$ cat src/rtl/coin_pkg.sv
// Shared types and defaults for the coin acceptor: coin encoding, emitter states, event payload.
package coin_pkg;

    localparam int unsigned DEB_CYCLES_DEF = 4;
    localparam int unsigned GAP_CYCLES_DEF = 2;
    localparam int unsigned FIFO_DEPTH_DEF = 4;

    typedef enum logic {
        COIN_50   = 1'b0,
        COIN_1LEU = 1'b1
    } coin_t;

    typedef enum logic [1:0] {
        ST_IDLE = 2'd0,
        ST_EMIT = 2'd1,
        ST_GAP  = 2'd2
    } emit_state_t;

    typedef struct packed {
        logic  valid;
        coin_t kind;
    } coin_evt_t;

endpackage

$ cat src/rtl/coin_debounce.sv
// One sensor channel: 2-flop synchronizer, optional debounce filter (COIN_DEBOUNCE_EN), arming, rise detect.
module coin_debounce
    import coin_pkg::*;
#(
    parameter int unsigned DEB_CYCLES = DEB_CYCLES_DEF
) (
    input  logic clk,
    input  logic rst,
    input  logic raw,
    output logic rise_c
);

`ifdef COIN_DEBOUNCE_EN
    localparam bit DEB_EN = 1'b1;
`else
    localparam bit DEB_EN = 1'b0;
`endif

    logic [1:0] sync_q;
    logic [1:0] settle_q;
    logic       sync_c;
    logic       filt_c;
    logic       prev_q;
    logic       armed_q;

    assign sync_c = sync_q[1];

    // Arm only once the synchronizer holds real samples and the sensor is seen low,
    // so a sensor held high across reset release never yields a coin.
    always_ff @(posedge clk or posedge rst) begin
        if (rst) begin
            sync_q   <= '0;
            settle_q <= '0;
            prev_q   <= 1'b0;
            armed_q  <= 1'b0;
        end else begin
            sync_q   <= {sync_q[0], raw};
            settle_q <= {settle_q[0], 1'b1};
            prev_q   <= filt_c;
            if (settle_q[1] && !sync_c && !filt_c) begin
                armed_q <= 1'b1;
            end
        end
    end

    generate
        if (DEB_EN && (DEB_CYCLES != 0)) begin : g_filter
            localparam int unsigned DW = (DEB_CYCLES > 1) ? $clog2(DEB_CYCLES) : 1;
            logic [DW-1:0] cnt_q;
            logic          filt_q;

            // Level follows the synchronizer only after DEB_CYCLES consecutive mismatches.
            always_ff @(posedge clk or posedge rst) begin
                if (rst) begin
                    cnt_q  <= '0;
                    filt_q <= 1'b0;
                end else if (sync_c != filt_q) begin
                    if (cnt_q == DW'(DEB_CYCLES - 1)) begin
                        filt_q <= sync_c;
                        cnt_q  <= '0;
                    end else begin
                        cnt_q <= cnt_q + DW'(1);
                    end
                end else begin
                    cnt_q <= '0;
                end
            end

            assign filt_c = filt_q;
        end else begin : g_bypass
            assign filt_c = sync_c;
        end
    endgenerate

    assign rise_c = filt_c & ~prev_q & armed_q;

endmodule

$ cat src/rtl/coin_acceptor.sv
// Coin acceptor top: two filtered channels, event FIFO, pulse emitter (IDLE/EMIT/GAP).
// Optional debounce filtering is enabled by defining COIN_DEBOUNCE_EN.
module coin_acceptor
    import coin_pkg::*;
#(
    parameter int unsigned DEB_CYCLES = DEB_CYCLES_DEF,
    parameter int unsigned GAP_CYCLES = GAP_CYCLES_DEF,
    parameter int unsigned FIFO_DEPTH = FIFO_DEPTH_DEF
) (
    input  logic clk,
    input  logic rst,
    input  logic coin50_raw,
    input  logic coin1leu_raw,
    output logic load50bani,
    output logic load1leu,
    output logic coin_reject,
    output logic busy
);

    localparam int unsigned AW = (FIFO_DEPTH > 1) ? $clog2(FIFO_DEPTH) : 1;
    localparam int unsigned CW = $clog2(FIFO_DEPTH + 1);
    localparam int unsigned GW = (GAP_CYCLES > 1) ? $clog2(GAP_CYCLES) : 1;

    logic rise50_c;
    logic rise1leu_c;

    coin_debounce #(.DEB_CYCLES(DEB_CYCLES)) u_deb50 (
        .clk    (clk),
        .rst    (rst),
        .raw    (coin50_raw),
        .rise_c (rise50_c)
    );

    coin_debounce #(.DEB_CYCLES(DEB_CYCLES)) u_deb1leu (
        .clk    (clk),
        .rst    (rst),
        .raw    (coin1leu_raw),
        .rise_c (rise1leu_c)
    );

    // Simultaneous events on both channels cancel each other.
    coin_evt_t ev_d;
    coin_evt_t ev_q;
    logic      both_c;

    always_comb begin
        ev_d.valid = rise50_c ^ rise1leu_c;
        ev_d.kind  = rise1leu_c ? COIN_1LEU : COIN_50;
    end

    assign both_c = rise50_c & rise1leu_c;

    always_ff @(posedge clk or posedge rst) begin
        if (rst) begin
            ev_q <= '0;
        end else begin
            ev_q <= ev_d;
        end
    end

    coin_t          mem_q [FIFO_DEPTH];
    logic [AW-1:0]  wr_ptr_q;
    logic [AW-1:0]  rd_ptr_q;
    logic [CW-1:0]  count_q;
    logic [CW-1:0]  count_n;
    logic           full_c;
    logic           push_c;
    logic           pop_c;
    coin_t          head_c;

    assign full_c = (count_q == CW'(FIFO_DEPTH));
    assign push_c = ev_q.valid & (~full_c | pop_c);
    assign head_c = mem_q[rd_ptr_q];

    always_comb begin
        count_n = count_q;
        if (push_c && !pop_c) begin
            count_n = count_q + CW'(1);
        end else if (!push_c && pop_c) begin
            count_n = count_q - CW'(1);
        end
    end

    always_ff @(posedge clk or posedge rst) begin
        if (rst) begin
            wr_ptr_q <= '0;
            rd_ptr_q <= '0;
            count_q  <= '0;
        end else begin
            if (push_c) begin
                wr_ptr_q <= (wr_ptr_q == AW'(FIFO_DEPTH - 1)) ? '0 : wr_ptr_q + AW'(1);
            end
            if (pop_c) begin
                rd_ptr_q <= (rd_ptr_q == AW'(FIFO_DEPTH - 1)) ? '0 : rd_ptr_q + AW'(1);
            end
            count_q <= count_n;
        end
    end

    always_ff @(posedge clk) begin
        if (push_c) begin
            mem_q[wr_ptr_q] <= ev_q.kind;
        end
    end

    emit_state_t   state_q;
    emit_state_t   state_n;
    logic [GW-1:0] gap_cnt_q;
    logic [GW-1:0] gap_cnt_n;
    logic          load50_q;
    logic          load50_n;
    logic          load1leu_q;
    logic          load1leu_n;
    logic          reject_q;
    logic          reject_n;
    logic          busy_q;
    logic          busy_n;

    // Emitter next-state and registered-output values.
    always_comb begin
        state_n    = state_q;
        gap_cnt_n  = gap_cnt_q;
        pop_c      = 1'b0;
        load50_n   = 1'b0;
        load1leu_n = 1'b0;
        case (state_q)
            ST_IDLE: begin
                if (count_q != '0) begin
                    pop_c   = 1'b1;
                    state_n = ST_EMIT;
                    if (head_c == COIN_1LEU) begin
                        load1leu_n = 1'b1;
                    end else begin
                        load50_n = 1'b1;
                    end
                end
            end
            ST_EMIT: begin
                gap_cnt_n = '0;
                state_n   = (GAP_CYCLES == 0) ? ST_IDLE : ST_GAP;
            end
            ST_GAP: begin
                if (gap_cnt_q == GW'(GAP_CYCLES - 1)) begin
                    state_n = ST_IDLE;
                end else begin
                    gap_cnt_n = gap_cnt_q + GW'(1);
                end
            end
            default: begin
                state_n = ST_IDLE;
            end
        endcase
        reject_n = both_c | (ev_q.valid & full_c & ~pop_c);
        busy_n   = (count_n != '0) || (state_n != ST_IDLE);
    end

    always_ff @(posedge clk or posedge rst) begin
        if (rst) begin
            state_q    <= ST_IDLE;
            gap_cnt_q  <= '0;
            load50_q   <= 1'b0;
            load1leu_q <= 1'b0;
            reject_q   <= 1'b0;
            busy_q     <= 1'b0;
        end else begin
            state_q    <= state_n;
            gap_cnt_q  <= gap_cnt_n;
            load50_q   <= load50_n;
            load1leu_q <= load1leu_n;
            reject_q   <= reject_n;
            busy_q     <= busy_n;
        end
    end

    assign load50bani  = load50_q;
    assign load1leu    = load1leu_q;
    assign coin_reject = reject_q;
    assign busy        = busy_q;

endmodule

$ cat config.mk
export PLATFORM = sky130hd
export DESIGN_NAME = coin_acceptor
export DESIGN_NICKNAME = d
export VERILOG_FILES = /design/src/rtl/coin_pkg.sv /design/src/rtl/coin_debounce.sv /design/src/rtl/coin_acceptor.sv
export SDC_FILE = /design/constraint.sdc
export NUM_CORES = 1
export LEC_CHECK = 0
export ABC_AREA = 1
export CORE_MARGIN = 2
export CORE_UTILIZATION = 45
export CTS_CLUSTER_DIAMETER = 200
export DETAILED_ROUTE_END_ITERATION = 10
export PLACE_DENSITY = 0.71
export SLEW_MARGIN = 0
export SYNTH_ARGS = -nofsm -noshare
export SYNTH_HDL_FRONTEND = slang
export SYNTH_SLANG_ARGS = --single-unit
export TNS_END_PERCENT = 10
$ cat constraint.sdc
create_clock -name clk -period 1.6 [get_ports clk]
set_input_delay 0.16 -clock clk [delete_from_list [all_inputs] [get_ports clk]]
set_output_delay 0.16 -clock clk [all_outputs]
set_load 0.01 [all_outputs]
======== Yosys cells after proc, flatten, opt, wreduce, memory -nomap -nowiden ========
Memory sizes are Yosys's and may differ from the RTL's.
Cells that the tools add are included.
storage, ports and cells
  word-level logic and storage cells ...... 81
  memories ................................ 1
  flip-flop bits (word level) ............. 28
  bits of input ports ..................... 4
  output and inout port bits .............. 4
  memory bits (writable) .................. 4
memory list
  memory  depth  bits a word  rd ports  clocked after memory_dff  write ports  RTL line             text
  mem_q   4      1            1         0                         1            coin_acceptor.sv:61  coin_t mem_q [FIFO_DEPTH];
operators by class
  add/subtract/negate cells ............... 5
  mux-type cells .......................... 20
  equality and inequality tests ........... 5
  bitwise operators ....................... 15
  reduce and logical (&&, ||, !) cells .... 16
operator list
  cell                   count
  $mux W1                12
  $and A1 B1 Y1          8
  $mux W2                4
  $eq A2 B2 Y1 const B   3
  $logic_and A1 B1 Y1    6
  $mux W3                2
  $pmux W2 S3            1
  $reduce_bool A3 Y1     2
  $add A2 B1 Y2 const B  2
  $logic_not A1 Y1       4
  $not A1 Y1             4
  $reduce_bool A2 Y1     2
  $add A3 B1 Y3 const B  1
  $eq A3 B3 Y1 const B   1
  $sub A3 B1 Y3 const B  1
  $eq A2 B1 Y1 const B   1
  $logic_not A2 Y1       1
  $or A1 B1 Y1           2
  $pmux W1 S2            1
  $add A1 B1 Y1 const B  1
  $logic_or A1 B1 Y1     1
  $xor A1 B1 Y1          1

======== Depth between registers and ports, before layout ========
Gate-level depths: netlist of the first run.
  depth after elaboration ................. 11
  gate-level depth with buffers ........... 10
  depth with buffers taken out ............ 10

======== Cells and area by module ========
A second synthesis of the first run with hierarchy kept.
unflattened totals
  cells, all modules ...................... 143
  area, all modules ....................... 1446.4 um2
by module, submodules not included
  module         cells each  sequential area each (um2)  times used  area each (um2)
  coin_acceptor  115         520.5                       1           1081.0
  coin_debounce  14          150.1                       2           182.7

======== Worst setup path after synthesis of the first run ========
No wires, ideal clock.
  path type ............................... flip-flop to flip-flop
  start ................................... reg state_q[1]
  end ..................................... mem mem_q[0] (netlist name), enable pin
  arrival time ............................ 1.124 ns
  setup time .............................. 0.299 ns
  required time ........................... 1.301 ns
  stages on the path, launching flop included .. 7
  path slack .............................. 0.177 ns
  buffers on the path ..................... 0
  period minus slack after synthesis ...... 1.423 ns
  cell sequence ........................... dfrtp_1 > inv_1 > ha_1 > inv_2 > nand3_2 > nand2_1 > nor2_1
on the way
  word-level cells in the longest chain between the ends .. 6
RTL lines
  what                           RTL line              text
  start: declaration             coin_acceptor.sv:106  emit_state_t state_q;
  start signal: assignment       coin_acceptor.sv:166  state_q <= state_n;
  $logic_not A2 Y1               coin_acceptor.sv:126  case (state_q)
  $mux W1                        coin_acceptor.sv:126
  $or A1 B1 Y1                   coin_acceptor.sv:72   assign push_c = ev_q.valid & (~full_c | pop_c);
  $and A1 B1 Y1                  coin_acceptor.sv:72
  $mux W1                        coin_acceptor.sv:101  if (push_c) begin
  $mux W1 (not written as such)  coin_acceptor.sv:102  mem_q[wr_ptr_q] <= ev_q.kind;
  end: declaration               coin_acceptor.sv:61
No other way between the ends.

======== Worst setup path after layout of the first run ========
  start ................................... reg count_q[0]
  end ..................................... reg busy_q, in the netlist busy
on the way
  word-level cells in the longest chain between the ends .. 11
  elaborated cells between the ends (all ways) .. 20
  those cells by class .................... add/sub (2); eq/ne (1); mux (6); bitwise (3); reduce/logical (8)
RTL lines
  what                      RTL line              text
  start: declaration        coin_acceptor.sv:64   logic [CW-1:0] count_q;
  start signal: assignment  coin_acceptor.sv:96   count_q <= count_n;
  $reduce_bool A3 Y1        coin_acceptor.sv:128  if (count_q != '0) begin
  $mux W1                   coin_acceptor.sv:128
  $mux W1                   coin_acceptor.sv:126
  $or A1 B1 Y1              coin_acceptor.sv:72
  $and A1 B1 Y1             coin_acceptor.sv:72
  $logic_not A1 Y1          coin_acceptor.sv:79   end else if (!push_c && pop_c) begin
  $logic_and A1 B1 Y1       coin_acceptor.sv:79
  $mux W3                   coin_acceptor.sv:79
  $mux W3                   coin_acceptor.sv:77   if (push_c && !pop_c) begin
  $reduce_bool A3 Y1        coin_acceptor.sv:154  busy_n = (count_n != '0) || (state_n != ST_IDLE);
  $logic_or A1 B1 Y1 (*)    coin_acceptor.sv:154
  named net busy_n          coin_acceptor.sv:117  logic busy_n;
  end signal: assignment    coin_acceptor.sv:171  busy_q <= busy_n;
  end: declaration          coin_acceptor.sv:116  logic busy_q;
The timed path passes the listed nets; every way through them passes the cells marked *.
A chain may end at the register's enable or synchronous reset.

==> run_results.csv, run 1 <==
group,metric,value,unit
cts,cts-root-buf,"clkbuf_4",
final_layout,fin_cells,187,
final_layout,final_common_cell,"inv_1",
grt,gr-total-overflow,0,
synth,synth_largest_area_cell,"dfrtp_1",
synth,yosysSeqAreaShare,0.5555,
setup_path,crit_type,"flop to flop",
cts,clkLatencyLatePin,320,ps
worst_hold_path,hp-class,"input port to async pin",
drt,antenna_left,0,
drt,drt_iter0_markers,18,
synth,synth_mux_area_frac,0,
floorplan,coreArea,0.003003,mm²
synth,synth_cell_types,25,
setup_path,worst_setup_path_start_kind,"flop",
cts,clkTransAtPathRegs,90,ps
sta,timing.hold.ws,184.5,ps
final_layout,antenna_cells,0,
grt,grt.total_usage,0.1499,
final_layout,syn_to_final_growth,15.51,%
drt,routed_wl,2159,µm
flow_run,cap_violations,0,
sta,max_freq,0.6697,GHz
sta,finalCriticalPeriod,1493,ps
floorplan,fp.dieH,59.53,µm
synth,synth-simple-area-share,0.1830,
power_and_ir_drop,powerDensity,1781,mW/mm²
cts,cts_tree,"done",
sta,period_share,0.9332,
setup_path,reg2reg_from,"count_q[0]$_DFF_PP0_",
final_layout,fin_nets,170,
sta,hold_viol_final,0,
floorplan,num_rows,20,
power_and_ir_drop,ir_worst_vdd,0.8609,mV
synth,synthAdderAreaFrac,0.1172,
synth,synthFlopType,"dfrtp_1",
drt,drc,0,
synth,syn-cell-area,0.001388,mm²
drt,wl_per_cell,11.55,µm
sta,fin_skew,5.613,ps
setup_path,rr_worst_depth,7,
synth,synth_top_family_by_area,"simple AND/OR/NAND/NOR gates",
sta,setup_tns,0,ps
setup_path,path_cells,"inv_1 -> ha_4 -> nand3_2 -> nand3_4 -> nand3_1 -> o21ai_2 -> nand3_1",
synth,ys_seq_elements,30,
synth,syn_inst,137,
setup_path,cp-end-kind,"flop",
cts,cts_buffers,5,
setup_path,crit_buf_inv,1,
placement,io_buffer_count,7,
synth,synth_compound_area_frac,0.04509,
cts,cts_max_level,2,
cts,cts_buffer_depth,2,
grt,grt_pass1_wl,3877,µm
grt,grt_pass1_vias,935,
floorplan,initial_core_util,0.4621,
cts,clock-sinks,30,
final_layout,final_cell_mix,"inv_1, dfrtp_1, nand2_1, ha_1, nor2_1",
sta,slew_violations,0,
synth,synth_xor_area_frac,0.01262,
drt,vias,894,
floorplan,die_w,59.53,µm
grt,grt_start_max_net_pins,27,
synth,ys_async_sr_fraction,0.8667,
setup_path,cpMaxStageDelayCell,"dfrtp_1",
floorplan,dieArea,0.003544,mm²
placement,dp.cells,179,
status,outcome,"finished clean",
setup_path,critPathMostFrequentCell,"nand3_1",
power_and_ir_drop,p_leak,0.8127,nW
drt,firstDrtPassIters,4,
final_layout,nFillCells,283,
drt,viasPerCell,4.781,
placement,dp.final_hpwl,1621,µm
synth,avgSynthCellArea,10.13,µm²
synth,yosysTopAreaCellShare,0.4689,
final_layout,drive_above_1_share,0.1558,
synth,yosys-top-cells-area,"dfrtp_1, ha_1, edfxtp_1, inv_1, nand2_1",
setup_path,cp_data_arrival_time,1700,ps
setup_path,crit_fanout,6,
sta,setup_viol,0,
placement,globalplace.congestion,0.7435,
setup_path,reg2reg_slack,110,ps
floorplan,io_pins,8,
synth,syn-num-nets,154,
grt,antenna_found_initial,0,
synth,synth_warnings,0,
cts,hold_buffers,0,
synth,synth_edf_count,4,
setup_path,rr_endpoint,"busy$_DFF_PP0_",
setup_path,slowest_delay,420,ps
setup_path,required,1800,ps
final_layout,fin_util,0.5338,
setup_path,path_delay_family,"simple AND/OR/NAND/NOR gates",
-- layer usage --
metal | global-route usage | vias to the layer above | routed length [µm]
met5 | 0 | - | 0
met4 | 0.06984 | 0 | 53
met3 | 0.04585 | 6 | 77
met2 | 0.2496 | 16 | 1086
met1 | 0.1766 | 416 | 943
li1 | - | 456 | -
-- synth_stat cells, types with 2 or more instances --
cell type   n
nor2_1     10
inv_2       2
nor3_1      2
ha_1       13
dfrtp_1    26
nand2_2     3
nand3_1     6
nand3_2     2
nand2_1    19
inv_1      28
o21ai_0     7
nand4_1     2
nand2_4     2
edfxtp_1    4
-- metrics by stage --
step / setup WS, ps / area (µm²) / total power, mW
floorplan: 177.4 / 1388 / 1.999
global placement: 81.83 / 1514 / 2.221
detailed placement: -23.58 / 1514 / 2.313
CTS: 38.98 / 1579 / 2.794
global route: -11.11 / 1603 / 3.132
finish: 106.8 / 1603 / 2.855
-- tightest hold or removal path, cell delays in order --
cell             delay, ps
clkdlybuf4s50_1        390
inv_1                   50
buf_4                  300
-- worst max-delay path by stage --
stage                     slack [ps]                      end            startpoint  cells after the start
after CTS                         40           busy$_DFF_PP0_  count_q[0]$_DFF_PP0_                      9
final                            110           busy$_DFF_PP0_  count_q[0]$_DFF_PP0_                      7
after floorplan                  180       mem_q[0]$_DFFE_PP_  state_q[1]$_DFF_PP0_                      6
after global routing             -10  wr_ptr_q[1]$_DFFE_PP0P_  count_q[0]$_DFF_PP0_                      7
after detailed placement         -20           busy$_DFF_PP0_  state_q[0]$_DFF_PP0_                      7
after global placement            80           busy$_DFF_PP0_  state_q[0]$_DFF_PP0_                      7
-- repair_timing --
item                                    in CTS  in global routing
resized for setup                            2                  3
buffers inserted                             0                  0
pin swaps                                    0                  0
endpoints found under the setup margin       2                  6
-- flip-flops by register name, summed over array words and instances (netlist names), 2 cells and up --
signal,count
count_q,3
ev_q,2
mem_q,4
rd_ptr_q,2
state_q,2
u_deb1leu.settle_q,2
u_deb1leu.sync_q,2
u_deb50.sync_q,2
wr_ptr_q,2
-- area by class of cell --
cell class | instances | area (µm²) | share of cell area
Sequential cell | 30 | 770.7 | 0.4809
Multi-Input combinational cell | 76 | 529.3 | 0.3302
Inverter | 31 | 116.4 | 0.07260
Timing Repair Buffer | 9 | 85.08 | 0.05308
Clock buffer | 7 | 55.05 | 0.03435
Tap cell | 33 | 41.29 | 0.02576
Clock inverter | 1 | 5.005 | 0.003123
-- power by group --
part / internal [mW] / switching (mW)
clock: 0.213 / 0.243
combinational: 0.525 / 0.785
sequential: 0.956 / 0.133
total: 1.69 / 1.16
-- cells by family after synthesis --
group           after synthesis
other cells                   1
simple gates                 49
buf+inv                      31
xor+xnor                      2
fa+ha+maj                    13
flops                        30
compound gates               11
No activity file was read; power rests on OpenSTA's default activity.
==> run 2, diff against run 1 <==
Settings changed: CELL_PAD_IN_SITES_DETAIL_PLACEMENT from default to 0, CELL_PAD_IN_SITES_GLOBAL_PLACEMENT from default to 1, GPL_TIMING_DRIVEN from default to 0, PLACE_DENSITY 0.71 to 0.84.
==> run_results.csv, run 2 (same netlist as run 1, synthesis figures left out) <==
group,metric,value,unit
final_layout,nFillCells,265,
grt,grt_pass1_vias,862,
drt,top_layer,"met4",
grt,gr-total-overflow,0,
worst_hold_path,hp-class,"input port to flop",
drt,drt_iter0_markers,32,
setup_path,reg2reg_slack,120,ps
final_layout,syn_to_final_growth,14.97,%
setup_path,rr_endpoint,"busy$_DFF_PP0_",
setup_path,crit_type,"flop to flop",
final_layout,antenna_cells,0,
setup_path,cp_data_arrival_time,1690,ps
sta,rsz0062_at_grt,"false",
placement,io_buffer_count,7,
cts,cts-root-buf,"clkbuf_4",
sta,hold_viol_final,0,
cts,cts_buffer_depth,2,
final_layout,largest_register_ffs,4,
floorplan,io_pins,8,
drt,drt-met1-wl,943,µm
final_layout,drive_above_1_share,0.1634,
setup_path,rr_worst_depth,8,
sta,max_freq,0.6735,GHz
final_layout,top_register,"mem_q",
grt,grt.total_usage,0.1420,
drt,routed_wl,2060,µm
power_and_ir_drop,ir_worst_vdd,0.7877,mV
drt,route.met3.wl,108,µm
placement,place_ws,-26.25,ps
cts,hold_buffers,0,
sta,finalCriticalPeriod,1485,ps
sta,setup_ws,115.2,ps
floorplan,initial_core_util,0.4621,
cts,clkTransAtPathRegs,90,ps
floorplan,dieArea,0.003544,mm²
drt,wl_per_cell,11.08,µm
final_layout,fin_nets,169,
floorplan,coreArea,0.003003,mm²
placement,dp.final_hpwl,1430,µm
worst_hold_path,hold_depth,1,
sta,worst_slew_pin_slew,943.0,ps
sta,relSlewSlack,0.3707,
cts,cts_max_level,2,
status,outcome,"finished clean",
worst_hold_path,min_to,"u_deb1leu.sync_q[0]$_DFF_PP0_",
cts,cts_buffers,5,
drt,viasPerCell,4.731,
final_layout,reg.largest.list,"mem_q (4), count_q (3)",
grt,grt_pass1_wl,3553,µm
floorplan,die_w,59.53,µm
flow_run,cap_violations,0,
setup_path,required,1800,ps
drt,drc,0,
cts,clock-sinks,30,
grt,grt_start_max_net_pins,27,
setup_path,cp-end-kind,"flop",
cts,clkLatencyLatePin,330,ps
drt,antenna_left,0,
sta,setup_viol,0,
floorplan,num_rows,20,
setup_path,reg2reg_from,"state_q[0]$_DFF_PP0_",
drt,firstDrtPassIters,4,
sta,slew_violations,0,
drt,vias,880,
drt,wl_met2,953,µm
cts,cts_tree,"done",
final_layout,final_cell_mix,"inv_1, dfrtp_1, nand2_1, ha_1, nor2_1",
placement,globalplace.congestion,0.7261,
sta,period_share,0.9280,
worst_hold_path,hp-start,"coin1leu_raw",
setup_path,crit_fanout,6,
power_and_ir_drop,powerDensity,1771,mW/mm²
sta,setup_tns,0,ps
power_and_ir_drop,p_leak,0.8042,nW
setup_path,worst_setup_path_start_kind,"flop",
grt,antenna_found_initial,0,
sta,fin_skew,4.326,ps
floorplan,fp.dieH,59.53,µm
-- run 2: through the flow --
stage / cell area, µm² / hold WS, ps / instances / utilization / power, mW
after global routing: 1595 / 247.7 / 186 / 0.5313 / 3.102
after floorplan: 1388 / 191.4 / 137 / - / 1.999
after CTS: 1573 / 242.3 / 186 / 0.5238 / 2.780
after global placement: 1499 / 337.4 / 177 / 0.4992 / 2.202
final: 1595 / 260.6 / 186 / 0.5313 / 2.825
after detailed placement: 1499 / 336.4 / 177 / 0.4992 / 2.270
-- run 2: where the power goes --
part	leakage (nW)	internal (mW)	switching, mW
Sequential	0.346	0.956	0.131
Combinational	0.424	0.512	0.759
Clock	0.0343	0.211	0.257
Total	0.804	1.68	1.15
-- run 2: area by class of cell --
type | instances | area [µm²] | area share
sequential | 30 | 770.7 | 0.4831
multi-input combinational | 76 | 525.5 | 0.3294
inverter | 31 | 116.4 | 0.07294
timing repair buffer | 8 | 77.57 | 0.04863
clock buffer | 6 | 51.30 | 0.03216
tap | 33 | 41.29 | 0.02588
clock inverter | 2 | 12.51 | 0.007843
-- run 2: worst max path at each step --
stage,from,end,slack (ps),cells past startpoint
final,state_q[0]$_DFF_PP0_,busy$_DFF_PP0_,120,8
after global routing,state_q[0]$_DFF_PP0_,busy$_DFF_PP0_,30,8
after CTS,count_q[0]$_DFF_PP0_,busy$_DFF_PP0_,9,9
after detailed placement,state_q[1]$_DFF_PP0_,busy$_DFF_PP0_,-30,8
after global placement,state_q[1]$_DFF_PP0_,busy$_DFF_PP0_,40,9
after floorplan,state_q[1]$_DFF_PP0_,mem_q[0]$_DFFE_PP_,180,6
-- run 2: critical path, stage by stage (launching register included) --
cell     delay, ps
dfrtp_1        410
inv_2           80
ha_4           190
inv_2           70
nand3_2        100
nand3_4        150
nand3_1        110
o21ai_1        130
nand3_1        110
-- run 2: metal layers --
layer / track usage / vias to the layer above
li1: - / 450
met1: 0.1620 / 412
met2: 0.2151 / 14
met3: 0.06769 / 4
met4: 0.08571 / 0
met5: 0 / -
-- run 2: repair_timing --
| action | 4_1_cts | 5_1_grt |
|---|---|---|
| setup buffers | 1 | 0 |
| resized for setup | 1 | 5 |
| setup endpoints to repair | 5 | 8 |
| cloned | 0 | 0 |
